### config.mk
export PLATFORM = sky130hd
export DESIGN_NAME = fp_div_seq
export DESIGN_NICKNAME = d
export VERILOG_FILES = /design/src/rtl/fp_div_pkg.sv /design/src/rtl/fp_div_special.sv /design/src/rtl/fp_div_seq.sv
export SDC_FILE = /design/constraint.sdc
export NUM_CORES = 1
export LEC_CHECK = 0
export ABC_AREA = 1
export ABC_CLOCK_PERIOD_IN_PS = 5300
export BUFFER_PORTS_ARGS = -buffer_cell sky130_fd_sc_hd__buf_2
export CAP_MARGIN = 20
export CORE_MARGIN = 8
export CORE_UTILIZATION = 45
export CTS_BUF_LIST = sky130_fd_sc_hd__clkbuf_4 sky130_fd_sc_hd__clkbuf_8 sky130_fd_sc_hd__clkbuf_16
export CTS_CLUSTER_DIAMETER = 80
export DETAILED_ROUTE_END_ITERATION = 16
export HOLD_SLACK_MARGIN = 0.02
export PLACE_DENSITY_LB_ADDON = 0.12
export SKIP_CTS_REPAIR_TIMING = 1
export SLEW_MARGIN = 30
export SYNTH_ARGS = -nofsm -noshare
export SYNTH_HDL_FRONTEND = slang
export SYNTH_SLANG_ARGS = --single-unit
### constraint.sdc
create_clock -name clk -period 5.3 [get_ports clk]
set_clock_uncertainty 0.1 [all_clocks]
set_input_delay 0.53 -clock clk [delete_from_list [all_inputs] [get_ports clk]]
set_output_delay 0.53 -clock clk [all_outputs]
set_load 0.01 [all_outputs]
### src/rtl/fp_div_pkg.sv
// Shared types and constants for the iterative IEEE-754 divider.
package fp_div_pkg;

  typedef enum logic [2:0] {
    IDLE,
    SPECIAL,
    DIV,
    ROUND,
    DONE
  } state_t;

  typedef enum logic [2:0] {
    ZERO,
    NORM,
    INF,
    QNAN,
    SNAN
  } cls_t;

  localparam int NUM_FLAGS = 5;
  localparam int FLG_INV   = 4;
  localparam int FLG_DZ    = 3;
  localparam int FLG_OF    = 2;
  localparam int FLG_UF    = 1;
  localparam int FLG_NX    = 0;

endpackage

### src/rtl/fp_div_special.sv
// Operand classifier and special-case result/flag generator (purely combinational).
module fp_div_special
  import fp_div_pkg::*;
#(
  parameter int EXP_W = 8,
  parameter int FRAC_W = 23,
  localparam int DATA_WIDTH = 1 + EXP_W + FRAC_W
) (
  input  logic [DATA_WIDTH-1:0] a,
  input  logic [DATA_WIDTH-1:0] b,
  output logic                  is_special,
  output logic [DATA_WIDTH-1:0] result,
  output logic [NUM_FLAGS-1:0]  flags
);

  cls_t cls_a;
  cls_t cls_b;
  logic sign;
  logic a_nan;
  logic b_nan;
  logic [DATA_WIDTH-1:0] qnan;
  logic [DATA_WIDTH-1:0] inf_res;
  logic [DATA_WIDTH-1:0] zero_res;

  // Subnormals are flushed: any zero exponent classifies as ZERO.
  function automatic cls_t classify(input logic [DATA_WIDTH-2:0] mag);
    logic [EXP_W-1:0]  e;
    logic [FRAC_W-1:0] f;
    cls_t c;
    e = mag[DATA_WIDTH-2 -: EXP_W];
    f = mag[FRAC_W-1:0];
    if (e == '0)
      c = ZERO;
    else if (&e) begin
      if (f == '0)
        c = INF;
      else if (f[FRAC_W-1])
        c = QNAN;
      else
        c = SNAN;
    end else
      c = NORM;
    return c;
  endfunction

  always_comb begin
    cls_a    = classify(a[DATA_WIDTH-2:0]);
    cls_b    = classify(b[DATA_WIDTH-2:0]);
    sign     = a[DATA_WIDTH-1] ^ b[DATA_WIDTH-1];
    a_nan    = (cls_a == QNAN) || (cls_a == SNAN);
    b_nan    = (cls_b == QNAN) || (cls_b == SNAN);
    qnan     = {1'b0, {EXP_W{1'b1}}, 1'b1, {(FRAC_W-1){1'b0}}};
    inf_res  = {sign, {EXP_W{1'b1}}, {FRAC_W{1'b0}}};
    zero_res = {sign, {(DATA_WIDTH-1){1'b0}}};

    is_special = 1'b1;
    result     = '0;
    flags      = '0;

    if (a_nan || b_nan) begin
      result         = qnan;
      flags[FLG_INV] = (cls_a == SNAN) || (cls_b == SNAN);
    end else if (((cls_a == ZERO) && (cls_b == ZERO)) ||
                 ((cls_a == INF) && (cls_b == INF))) begin
      result         = qnan;
      flags[FLG_INV] = 1'b1;
    end else if ((cls_a == NORM) && (cls_b == ZERO)) begin
      result        = inf_res;
      flags[FLG_DZ] = 1'b1;
    end else if (cls_a == INF) begin
      result = inf_res;
    end else if ((cls_b == INF) || (cls_a == ZERO)) begin
      result = zero_res;
    end else begin
      is_special = 1'b0;
    end
  end

endmodule

### src/rtl/fp_div_seq.sv
// Iterative restoring IEEE-754 divider: one quotient bit per cycle, RNE rounding,
// flush-to-zero on subnormal inputs and results.
module fp_div_seq
  import fp_div_pkg::*;
#(
  parameter int EXP_W = 8,
  parameter int FRAC_W = 23,
  localparam int DATA_WIDTH = 1 + EXP_W + FRAC_W
) (
  input  logic                  clk,
  input  logic                  rst,
  input  logic                  in_valid,
  output logic                  in_ready,
  input  logic [DATA_WIDTH-1:0] in1,
  input  logic [DATA_WIDTH-1:0] in2,
  output logic                  out_valid,
  input  logic                  out_ready,
  output logic [DATA_WIDTH-1:0] out,
  output logic [NUM_FLAGS-1:0]  out_flags,
  output state_t                dbg_state
);

  localparam int N  = FRAC_W + 3;
  localparam int CW = $clog2(N + 1);
  localparam int EW = EXP_W + 2;
  localparam logic signed [EW-1:0] E_BIAS = EW'((1 << (EXP_W - 1)) - 1);
  localparam logic signed [EW-1:0] E_MAX  = EW'((1 << EXP_W) - 1);
  localparam logic signed [EW-1:0] E_ONE  = EW'(1);
  localparam logic signed [EW-1:0] E_ZERO = '0;

  // Handshakes: a transfer happens on a rising edge where valid && ready are both 1.
  // in_ready is 1 only in IDLE; out_valid is 1 only in DONE, where out/out_flags stay
  // frozen until the consumer raises out_ready.
  state_t state;
  state_t state_nx;

  logic                  sign_r;
  logic signed [EW-1:0]  e_r;
  logic [FRAC_W:0]       mb_r;
  logic [FRAC_W+1:0]     rem_r;
  logic [N-1:0]          q_r;
  logic [CW-1:0]         cnt_r;
  logic [DATA_WIDTH-1:0] spec_res_r;
  logic [NUM_FLAGS-1:0]  spec_flags_r;
  logic [DATA_WIDTH-1:0] out_r;
  logic [NUM_FLAGS-1:0]  flags_r;

  logic                  is_special;
  logic [DATA_WIDTH-1:0] spec_res;
  logic [NUM_FLAGS-1:0]  spec_flags;

  fp_div_special #(
    .EXP_W (EXP_W),
    .FRAC_W(FRAC_W)
  ) u_special (
    .a         (in1),
    .b         (in2),
    .is_special(is_special),
    .result    (spec_res),
    .flags     (spec_flags)
  );

  always_ff @(posedge clk) begin
    if (rst)
      state <= IDLE;
    else
      state <= state_nx;
  end

  always_comb begin
    state_nx = state;
    case (state)
      IDLE:    if (in_valid) state_nx = is_special ? SPECIAL : DIV;
      SPECIAL: state_nx = DONE;
      DIV:     if (cnt_r == '0) state_nx = ROUND;
      ROUND:   state_nx = DONE;
      DONE:    if (out_ready) state_nx = IDLE;
      default: state_nx = IDLE;
    endcase
  end

  // One restoring step; R stays below 2*mb so the shifted-out MSB is always 0.
  logic              q_bit;
  logic [FRAC_W+1:0] rem_sub;
  logic [FRAC_W+1:0] rem_next;

  always_comb begin
    q_bit    = rem_r >= {1'b0, mb_r};
    rem_sub  = q_bit ? (rem_r - {1'b0, mb_r}) : rem_r;
    rem_next = rem_sub << 1;
  end

  logic [FRAC_W:0]       sig_n;
  logic                  guard;
  logic                  sticky;
  logic                  inc;
  logic [FRAC_W+1:0]     sig_inc;
  logic [FRAC_W-1:0]     frac_fin;
  logic signed [EW-1:0]  e_n;
  logic signed [EW-1:0]  e_fin;
  logic [DATA_WIDTH-1:0] rnd_res;
  logic [NUM_FLAGS-1:0]  rnd_flags;

  always_comb begin
    if (q_r[N-1]) begin
      sig_n  = q_r[N-1:2];
      guard  = q_r[1];
      sticky = q_r[0] | (|rem_r);
      e_n    = e_r;
    end else begin
      sig_n  = q_r[N-2:1];
      guard  = q_r[0];
      sticky = |rem_r;
      e_n    = e_r - E_ONE;
    end
    inc     = guard & (sticky | sig_n[0]);
    sig_inc = {1'b0, sig_n} + (FRAC_W+2)'(inc);
    // A carry out of the significand leaves 10...0, so the fraction is just the shift.
    if (sig_inc[FRAC_W+1]) begin
      frac_fin = sig_inc[FRAC_W:1];
      e_fin    = e_n + E_ONE;
    end else begin
      frac_fin = sig_inc[FRAC_W-1:0];
      e_fin    = e_n;
    end

    rnd_flags = '0;
    if (e_fin >= E_MAX) begin
      rnd_res           = {sign_r, {EXP_W{1'b1}}, {FRAC_W{1'b0}}};
      rnd_flags[FLG_OF] = 1'b1;
      rnd_flags[FLG_NX] = 1'b1;
    end else if (e_fin <= E_ZERO) begin
      rnd_res           = {sign_r, {(DATA_WIDTH-1){1'b0}}};
      rnd_flags[FLG_UF] = 1'b1;
      rnd_flags[FLG_NX] = 1'b1;
    end else begin
      rnd_res           = {sign_r, e_fin[EXP_W-1:0], frac_fin};
      rnd_flags[FLG_NX] = guard | sticky;
    end
  end

  always_ff @(posedge clk) begin
    if (rst) begin
      sign_r       <= 1'b0;
      e_r          <= '0;
      mb_r         <= '0;
      rem_r        <= '0;
      q_r          <= '0;
      cnt_r        <= '0;
      spec_res_r   <= '0;
      spec_flags_r <= '0;
      out_r        <= '0;
      flags_r      <= '0;
    end else begin
      case (state)
        IDLE: begin
          if (in_valid) begin
            sign_r       <= in1[DATA_WIDTH-1] ^ in2[DATA_WIDTH-1];
            e_r          <= EW'({2'b00, in1[DATA_WIDTH-2 -: EXP_W]})
                          - EW'({2'b00, in2[DATA_WIDTH-2 -: EXP_W]}) + E_BIAS;
            mb_r         <= {1'b1, in2[FRAC_W-1:0]};
            rem_r        <= {2'b01, in1[FRAC_W-1:0]};
            q_r          <= '0;
            cnt_r        <= CW'(N - 1);
            spec_res_r   <= spec_res;
            spec_flags_r <= spec_flags;
          end
        end
        DIV: begin
          rem_r <= rem_next;
          q_r   <= {q_r[N-2:0], q_bit};
          if (cnt_r != '0) cnt_r <= cnt_r - CW'(1);
        end
        SPECIAL: begin
          out_r   <= spec_res_r;
          flags_r <= spec_flags_r;
        end
        ROUND: begin
          out_r   <= rnd_res;
          flags_r <= rnd_flags;
        end
        default: ;
      endcase
    end
  end

  assign in_ready  = (state == IDLE);
  assign out_valid = (state == DONE);
  assign out       = out_r;
  assign out_flags = flags_r;
  assign dbg_state = state;

endmodule
==> impl_metrics.csv <==
group,metric,value,unit
hold_path,holdCritPathClass,"input pin to register",
grt,overflow,0,
cts,h-tree-depth,4,
synthesis,ys_dominant_reg_cell,"dfxtp_1",
synthesis,netlist_area,9739,um^2
detailed_routing,avgViaCountPerCell,5.138,
synthesis,yosysSeqAreaShare,27.95,%
worst_setup_path,crit_required,5.56,ns
cts,insertion_delay,0.43,ns
sta,tns,0,ns
grt,antenna_found_initial,0,
sta,final_hold_viol_count,0,
finish,final_nets,1745,
synthesis,yosys.area.top_type,"dfxtp_1",
cts,cts_buffers,17,
floorplanning,io_pins,110,
worst_setup_path,crit_path_end_kind,"register",
worst_setup_path,cp-start-kind,"register",
synthesis,syn_nets,1670,
synthesis,synth_top_family_by_area,"simple AND/OR/NAND/NOR gates",
pwr,p_leak,5.021,nW
place,numPortBuffers,109,
run,drv_cap,0,
worst_setup_path,slowest_stage,"dfxtp_4",
grt,track_usage,20.80,%
finish,layout-drive-gt1-share,13.34,%
pwr,power,5.690,mW
sta,rsz0062_at_grt,"no",
worst_setup_path,arrival,3.88,ns
floorplanning,core_area,21550,um^2
synthesis,synth_compound_area_share,16.07,%
worst_setup_path,max_stage_delay,0.51,ns
finish,syn2layout_area_growth,12.94,%
outcome,outcome,"completed",
sta,relSlewSlack,44.52,%
grt,grt_max_degree,55,
worst_setup_path,crit_path_max_fanout,54,
sta,slew_viol_final,0,
cts,clock-sinks,136,
cts,path_clk_slew,0.06,ns
detailed_routing,ant_nets,0,
worst_setup_path,path_common_cell,"nand2_1",
place,dpl.hpwl,20500,um
floorplanning,fp.dieW,163.1,um
synthesis,synth_simple_gate_area_share,35.11,%
floorplanning,start_util,45.19,%
sta,period_share,68.17,%
sta,timing.fmax,276.8,MHz
sta,setup_viol,0,
pwr,peakVddDrop,0.0002800,V
synthesis,synth.avg_cell_area,6.235,um^2
worst_setup_path,critPathKind,"register to register",
floorplanning,rows,54,
synthesis,ys_types,54,
synthesis,synth_fa_ha_area_share,5.293,%
synthesis,yosysTopAreaCellShare,27.95,%
sta,worst_pin_slew,0.8312,ns
synthesis,synth_edf_count,0,
grt,grt_pass1_vias,9505,
detailed_routing,drc_errors,0,
floorplanning,die_area,26610,um^2
floorplanning,fp.dieH,163.1,um
cts,cts_tree,"done",
synthesis,synth_xor_area_share,4.124,%
synthesis,synth.mux.area_fraction,0,%
cts,root_buffer,"clkbuf_16",
detailed_routing,wire_per_inst,14.13,um
grt,grt_pass1_wl,45730,um
synthesis,synth.ff_latch_count,136,
synthesis,ys_warn_count,0,
detailed_routing,dr.pass1.iters,6,
detailed_routing,vias,9911,
detailed_routing,drt_iter0_drc,621,
worst_setup_path,cp_cell_sequence,"inv_6, nand2_1, nand2_1, nand2_1, inv_1, ha_1, nand2_1, nor2_4, nand3_2, nor3_4, nand4_1, xor2_2, buf_4, inv_1, nor2_2, nand2_1, nand3b_1, nand2_1, inv_1",
synthesis,synthArstFlopShare,0,%
detailed_routing,totalWireLength,27260,um
sta,period_needed,3.613,ns
pwr,p_per_area,517.3,nW/um^2
place,gp_congestion,0.9016,
cts,clockBufferDepth,2,
synthesis,syn_inst,1562,
finish,diodes,0,
synthesis,synth_most_common_cell,"nand2_1",
synthesis,ys_top_cells_by_count,"nand2_1 (365), nor2_1 (218), inv_1 (198), dfxtp_1 (136), a21oi_1 (119)",
synthesis,synth_area_leaders,"dfxtp_1 (28%), nand2_1 (14%), nor2_1 (8.4%), inv_1 (7.6%), a21oi_1 (6.1%)",
==> registers in the layout (all words and copies together), names as in the netlist <==
| name | count |
|---|---|
| q_r | 26 |
| mb_r | 24 |
| spec_flags_r | 2 |
| out | 32 |
| spec_res_r | 3 |
| dbg_state | 3 |
| rem_r | 25 |
| out_flags | 5 |
| sign_r | 1 |
| cnt_r | 5 |
| e_r | 10 |
==> critical path, delay by kind of cell, from the launching register on <==
kind                     cells  cell delay, ns
AND/OR/NAND/NOR             12            1.82
buffers and inverters        5            0.79
flip-flops                   1            0.51
adder cells (fa/ha/maj)      1            0.17
XOR/XNOR                     1            0.15
==> layer usage <==
metal  part of all wire, %  track usage, %
met5                     0               0
met4                   2.2           7.089
met1                    47           26.48
met2                    47           35.06
met3                   4.1           3.377
==> per-stage QoR <==
stage | util (%) | instance area, um^2 | hold WS [ns] | worst slack [ns] | cells
after floorplan | - | 9739 | 0.3223 | 2.341 | 1562
after global placement | 48.27 | 10400 | 0.3413 | 1.554 | 1898
after detailed placement | 48.30 | 10410 | 0.3474 | 1.424 | 1898
after CTS | 51.01 | 10990 | 0.2527 | 1.417 | 1929
after global routing | 51.03 | 11000 | 0.2770 | 1.244 | 1929
final | 51.03 | 11000 | 0.2667 | 1.687 | 1929
==> path summary, 6_finish.rpt <==
| path | from | end | slack (ns) | depth (start not counted) |
|---|---|---|---|---|
| setup / recovery | q_r[25]$_SDFFE_PP0P_ | out[29]$_SDFFE_PP0P_ | 1.69 | 19 |
| hold / removal | in2[0] | mb_r[0]$_SDFFE_PP0P_ | 0.27 | 3 |
| setup reg to reg | q_r[25]$_SDFFE_PP0P_ | out[29]$_SDFFE_PP0P_ | 1.69 | 19 |
| hold reg to reg | cnt_r[0]$_SDFFE_PP0P_ | cnt_r[0]$_SDFFE_PP0P_ | 0.35 | 1 |
==> where the power goes <==
group	switching, mW	total (mW)	internal [mW]
clock	0.467	1.19	0.720
combinational	2.04	3.11	1.07
sequential	0.169	1.39	1.22
==> cell families after synthesis <==
logic type,after synthesis
AOI/OAI and AO/OA,288
xor gates and xnor gates,45
adders and majority gates,40
buffers and inverters,270
DFF,136
and+or+nand+nor,783
==> layout by cell type, fill, tap and decap left out, types with 17 or more instances in the layout <==
master and n:
a21oi_1 119, buf_2 108, clkbuf_16 17, dfxtp_1 135
ha_1 38, inv_1 197, nand2_1 365, nand3_1 77
nand4_1 22, nor2_1 215, nor3_1 23, nor4_1 19
o21ai_0 110, xor2_1 30
==> cell type report <==
type | instances | area (um^2)
Fill cell | 2262 | 10550
Multi-Input combinational cell | 1156 | 5929
Sequential cell | 136 | 2726
Inverter | 206 | 778.2
Timing Repair Buffer | 120 | 630.6
Clock buffer | 20 | 460.4
Tap cell | 280 | 350.3
Clock inverter | 11 | 123.9
No activity file was read; power rests on OpenSTA's default activity.
